File: config.mk
export PLATFORM = sky130hd
export DESIGN_NAME = al_phy_dpram16x4
export DESIGN_NICKNAME = d
export VERILOG_FILES = /design/src/rtl/al_phy_dpram16x4.sv
export SDC_FILE = /design/constraint.sdc
export NUM_CORES = 1
export LEC_CHECK = 0
export ABC_AREA = 1
export CORE_MARGIN = 2
export CORE_UTILIZATION = 45
export DETAILED_ROUTE_END_ITERATION = 8
export DONT_BUFFER_PORTS = 1
export PLACE_DENSITY_LB_ADDON = 0.2
export SLEW_MARGIN = 10
export SYNTH_ARGS = -nofsm -noshare
export SYNTH_HDL_FRONTEND = slang
export SYNTH_SLANG_ARGS = --single-unit
File: constraint.sdc
create_clock -name clk -period 3.5 [get_ports clk]
set_input_delay 0.175 -clock clk [delete_from_list [all_inputs] [get_ports clk]]
set_output_delay 0.175 -clock clk [all_outputs]
set_load 0.05 [all_outputs]
File: src/rtl/al_phy_dpram16x4.sv
// 16x4 distributed RAM behind the logic slice's write interface: one-stage write
// pipeline, optional write-first read bypass and a reset-triggered INIT reload.
module al_phy_dpram16x4 #(
    parameter logic [63:0] INIT        = 64'h0,
    parameter string       WRITE_FIRST = "OFF",
    parameter string       RST_INIT    = "ON"
) (
    input  logic       clk,
    input  logic       sr,
    input  logic       dpram_mode,
    input  logic       dpram_we,
    input  logic [3:0] dpram_waddr,
    input  logic [3:0] dpram_di,
    input  logic [3:0] raddr0,
    input  logic [3:0] raddr1,
    output logic [3:0] do0,
    output logic [3:0] do1,
    output logic       busy,
    output logic       wr_ack,
    output logic [0:0] dbg_state
);

    localparam logic [0:0] ST_RUN  = 1'b0;
    localparam logic [0:0] ST_LOAD = 1'b1;

    localparam logic WF_ON     = (WRITE_FIRST == "ON");
    localparam logic RELOAD_ON = (RST_INIT == "ON");

    // Power-up contents and state come from declaration initialisers (FPGA init).
    logic [63:0] mem_q     = INIT;
    logic [63:0] mem_d;
    logic [0:0]  state_q   = ST_RUN;
    logic [0:0]  state_d;
    logic [3:0]  cnt_q     = 4'h0;
    logic [3:0]  cnt_d;
    logic        pend_v_q  = 1'b0;
    logic        pend_v_d;
    logic [3:0]  pend_a_q  = 4'h0;
    logic [3:0]  pend_a_d;
    logic [3:0]  pend_d_q  = 4'h0;
    logic [3:0]  pend_d_d;
    logic        wr_ack_q  = 1'b0;
    logic        wr_ack_d;

    always_comb begin
        state_d  = state_q;
        cnt_d    = cnt_q;
        pend_v_d = pend_v_q;
        pend_a_d = pend_a_q;
        pend_d_d = pend_d_q;
        wr_ack_d = wr_ack_q;
        mem_d    = mem_q;
        if (sr) begin
            state_d = RELOAD_ON ? ST_LOAD : ST_RUN;
        end else if (state_q == ST_LOAD) begin
            // Requests arriving during reload are dropped, not queued.
            mem_d[{cnt_q, 2'b00} +: 4] = INIT[{cnt_q, 2'b00} +: 4];
            cnt_d    = cnt_q + 4'h1;
            pend_v_d = 1'b0;
            wr_ack_d = 1'b0;
            if (cnt_q == 4'hF) begin
                state_d = ST_RUN;
            end
        end else begin
            pend_v_d = dpram_mode & dpram_we;
            if (dpram_mode & dpram_we) begin
                pend_a_d = dpram_waddr;
                pend_d_d = dpram_di;
            end
            // Ternary per entry so an unknown commit or address poisons the entries.
            for (int i = 0; i < 16; i++) begin
                mem_d[4*i +: 4] = (pend_v_q && (pend_a_q == 4'(i))) ? pend_d_q : mem_q[4*i +: 4];
            end
            wr_ack_d = pend_v_q;
        end
    end

    always_ff @(posedge clk) begin
        mem_q   <= mem_d;
        state_q <= state_d;
        if (sr) begin
            cnt_q    <= 4'h0;
            pend_v_q <= 1'b0;
            pend_a_q <= 4'h0;
            pend_d_q <= 4'h0;
            wr_ack_q <= 1'b0;
        end else begin
            cnt_q    <= cnt_d;
            pend_v_q <= pend_v_d;
            pend_a_q <= pend_a_d;
            pend_d_q <= pend_d_d;
            wr_ack_q <= wr_ack_d;
        end
    end

    always_comb begin
        do0 = mem_q[{raddr0, 2'b00} +: 4];
        do1 = mem_q[{raddr1, 2'b00} +: 4];
        if (WF_ON && pend_v_q && (raddr0 == pend_a_q)) begin
            do0 = pend_d_q;
        end
        if (WF_ON && pend_v_q && (raddr1 == pend_a_q)) begin
            do1 = pend_d_q;
        end
    end

    assign busy      = (state_q == ST_LOAD);
    assign wr_ack    = wr_ack_q;
    assign dbg_state = state_q;

endmodule
# [After elaboration in Yosys (flattened, before gate mapping)]
# Cells that the tools add are included.
[classes] add_sub_neg=2 mul=0 div_mod_pow=0 order_cmp=0 n_eq_ne=16 n_shift=5 muxes=20 bitwise=3 n_reduce_logical=51
[op_table] cell="$shiftx 64x7->4" count=2
[op_table] cell="$bwmux 64" count=1
[op_table] cell="$mux 4" count=16
[op_table] cell="$mux 64" count=1
[op_table] cell="$shift 4x8->64 const A" count=1
[op_table] cell="$shiftx 4x8->64" count=1
[op_table] cell="$shiftx 64x7->4 const A" count=1
[op_table] cell="$eq 4x4->1 const B" count=9
[op_table] cell="$reduce_and 2->1" count=17
[op_table] cell="$reduce_bool 2->1" count=16
[op_table] cell="$eq 4x3->1 const B" count=4
[op_table] cell="$logic_and 1x1->1" count=16
[op_table] cell="$eq 4x2->1 const B" count=2
[op_table] cell="$neg 6->8" count=1
[op_table] cell="$add 4x1->4 const B" count=1
[op_table] cell="$eq 4x1->1 const B" count=1
[op_table] cell="$logic_not 4->1" count=1
[op_table] cell="$mux 1" count=2
[op_table] cell="$not 1->1" count=2
[op_table] cell="$reduce_or 2->1" count=1
[op_table] cell="$and 1x1->1" count=1
[word_totals] ff_bits=79 latchBits=0 mem_bits_rw=0 rom_bits=0 in_bits=20 out_inout_bits=11 word_cells=119 n_memories=0

# [Logic depth before layout (Yosys ltp)]
[depth] depth_word=4 mapped_depth=9 mapped_depth_nobuf=9

# [Least setup slack after synthesis]
# OpenSTA, ideal clock, no wires.
[synth_path] kind="flip-flop to flip-flop" from="register state_q (netlist: busy)" to="register mem_q[56], enable pin" setup_time_ns=0.339 arrival_time_ns=1.413 required_ns=3.161 setup_slack_ns=1.748 path_stages_with_launch=6 n_path_buf=1 period_less_slack_ns=1.752 path_cell_list="dfxtp_1 > inv_2 > nor2_2 > buf_4 > a31oi_1 > a21oi_1"
[synth_between] elab_chain_cells=2
[synth_rtl] item="start, declared" line="32" rtl="logic [0:0] state_q = ST_RUN;"
[synth_rtl] item="start signal, assigned" line="80" rtl="state_q <= state_d;"
[synth_rtl] item="$reduce_bool 2->1 (no source line)"
[synth_rtl] item="$reduce_and 2->1 (no source line)"
[synth_rtl] item="end signal, assigned" line="79" rtl="mem_q <= mem_d;"
[synth_rtl] item="end, declared" line="30" rtl="logic [63:0] mem_q = INIT;"
# Every way passes these cells.
# A chain may end at the register's enable or synchronous reset.

==> impl_metrics.ini <==
[status]
status = finished, final reports clean

[setup_path]
crit_path_end_kind = flip-flop
arrival_ns = 2.01
worstSetupStartpointType = flip-flop
worstRegToRegCells = 7
crit_fanout = 7
crit_required_ns = 3.49
path_class = flip-flop to flip-flop

[routing]
drtPass1Iterations = 5
drt_iter0_drc = 345
remaining_drc_errors = 0
vias_per_cell = 5.44
routed_wl_um = 11400
vias = 3753
postRouteAntennaNets = 0
wl_per_cell_um = 16.6

[power_and_ir_drop]
power.share.clock = 0.387
p_seq_frac = 0.495
power_frac_comb = 0.119
power.density_nw_per_um2 = 429
p_int_mw = 1.56
max-vdd-ir-drop_v = 0.000234
total_leakage_power_nw = 2.02
power_mw = 2.07
switching_power_mw = 0.510
swShare = 0.246

[floorplan]
die_y_um = 104
initial_core_util = 0.463
die_w_um = 104
io_pins = 31
core_area_um2 = 9730
dieArea_um2 = 10800
rows = 36

[synth]
synthAdderAreaFrac = 0.0111
muxShareOfSynthArea = 0
synth_top_family_by_area = simple AND/OR/NAND/NOR gates
synth_xor_area_frac = 0
seq_area_frac_synth = 0.494
synthCells = 561
yosysUniqueCellTypes = 30
syn_nets = 585
ys_ff_latch = 79
netlist_area_um2 = 4500
synth_compound_gate_area_share = 0.0915
ys_warn_count = 0
synth-simple-area-share = 0.294
syn_area_per_cell_um2 = 8.02

[placement]
dpl.hpwl_um = 8190
dp_cells = 671
routabilityCongestion = 0.896
io_buffers = 0

[flow_run]
drv_cap = 0

[hold_path]
hp-class = input pin to flip-flop
hold_depth = 2

[clocking]
ctsResizeCount = 0
htreeDepth = 3
postCtsSetupRepairBufs = 0
clock_path_buffers = 2
cts_root_buffer = clkbuf_8
clkSlewWorstSetupHoldPaths_ns = 0.08
clk_latency_ns = 0.35
cts_sinks = 79
cts_made_buffers = 9
cts_tree = done

[grt]
grt_pass1_vias = 3476
grt.total_usage = 0.216
grt_start_max_net_pins = 44
grt_remaining_overflow = 0
grt_pass1_wl_um = 18400
antenna_found_initial = 0

[timing]
finalSetupTns_ns = 0
finalCritPeriodShare = 0.576
rsz0062_at_grt = false
finClkSkew_ns = 0.00933
slew_headroom = 0.651
worst_pin_slew_ns = 0.524
period_needed_ns = 2.02
hold_viol = 0
setup_viol = 0
report.final.slew_viol_count = 0
max_freq_mhz = 496

[final_layout]
fin_cells = 690
n_antenna_cell = 0
drive_gt1_frac = 0.101
n_fill_cell = 962
register_area_um2 = 2220
fin_util = 0.495
fin_nets = 576
multiInputGateArea_um2 = 1780
area_growth_pct = 7.12
==> area by class of cell <==
cell class | instances | area share
Multi-Input combinational cell | 365 | 0.370
Inverter | 89 | 0.0698
Sequential cell | 79 | 0.461
Timing Repair Buffer | 8 | 0.0140
Clock inverter | 7 | 0.0247
Tap cell | 133 | 0.0345
Clock buffer | 9 | 0.0257
==> critical path, stage by stage, from the launching register on <==
cell,delay [ns]
dfxtp_1,0.41
inv_1,0.17
ha_1,0.28
inv_1,0.08
nand2_2,0.06
nand2_4,0.14
nand3_1,0.10
a21oi_1,0.43
==> final timing paths <==
| check | from | endpoint | slack (ns) |
|---|---|---|---|
| setup reg to reg | cnt_q[0]$_SDFFE_PP0P_ | mem_q[58]$_DFFE_PP_ | 1.48 |
| setup / recovery | cnt_q[0]$_SDFFE_PP0P_ | mem_q[58]$_DFFE_PP_ | 1.48 |
| hold reg to reg | pend_d_q[2]$_SDFFE_PP0P_ | pend_d_q[2]$_SDFFE_PP0P_ | 0.47 |
| hold / removal | dpram_waddr[2] | pend_a_q[2]$_SDFFE_PP0P_ | 0.01 |
==> through the flow <==
step	hold slack, ns	cell area [um^2]	setup WS, ns
floorplan	0.319	4500	1.75
global placement	0.258	4550	1.58
detailed placement	0.265	4550	1.49
CTS	0.00696	4820	1.48
global route	0.0177	4820	1.32
finish	0.0139	4820	1.48
==> power by group through the flow <==
stage | sequential [mW] | combinational (mW) | clock [mW]
floorplan | 1.04 | 0.223 | 0
global placement | 1.05 | 0.238 | 0
detailed placement | 1.05 | 0.240 | 0
CTS | 1.02 | 0.244 | 0.814
global route | 1.03 | 0.269 | 0.865
finish | 1.02 | 0.246 | 0.801
==> flip-flops by register name, indices dropped and copies added (netlist names) <==
| name | count |
|---|---|
| mem_q | 64 |
| cnt_q | 4 |
| pend_a_q | 4 |
| pend_d_q | 4 |
| busy | 1 |
| pend_v_q | 1 |
| wr_ack | 1 |
==> cell usage after synthesis (all sizes together) <==
library cell  number  area share
nand2            154        0.14
nand3            102        0.12
inv               89       0.075
edfxtp            64        0.43
nor2              34       0.034
a21oi             25       0.035
buf               25       0.032
o211ai            16       0.027
dfxtp             15       0.067
o21ai             13       0.014
a31oi              6      0.0083
ha                 4       0.011
nor3               4      0.0044
clkbuf             3      0.0028
a21boi             2      0.0033
a41oi              1      0.0019
and3               1      0.0014
nor4               1      0.0014
o22ai              1      0.0014
or2                1      0.0014
==> routing by layer <==
metal,up-vias,part of all wire,GRT usage
met1,1735,0.46,0.305
met5,-,0,0
met3,24,0.087,0.0570
met2,170,0.44,0.327
met4,0,0.022,0.0656
li1,1824,-,-
==> kinds of logic (layout without fill, tap and decap cells) <==
group | count (synthesis) | count (layout)
simple gates | 297 | 297
buf+inv | 117 | 113
flops | 79 | 79
compound gates | 64 | 64
fa+ha+maj | 4 | 4
==> repair_timing <==
item                                    4_1_cts  5_1_grt
hold buffers                                  3        0
endpoints found under the setup margin        0        0
endpoints found under the hold margin         4        0
==> cell usage in the layout, fill, tap and decap left out, drive strengths merged, types with 4 or more instances in the layout <==
cell    count
a31oi       6
o211ai     16
nand3     102
edfxtp     64
nor3        4
inv        91
nand2     154
dfxtp      15
a21oi      25
buf         5
ha          4
nor2       34
clkbuf      9
o21ai      13
Note: power is estimated with default switching activity, not from simulation.
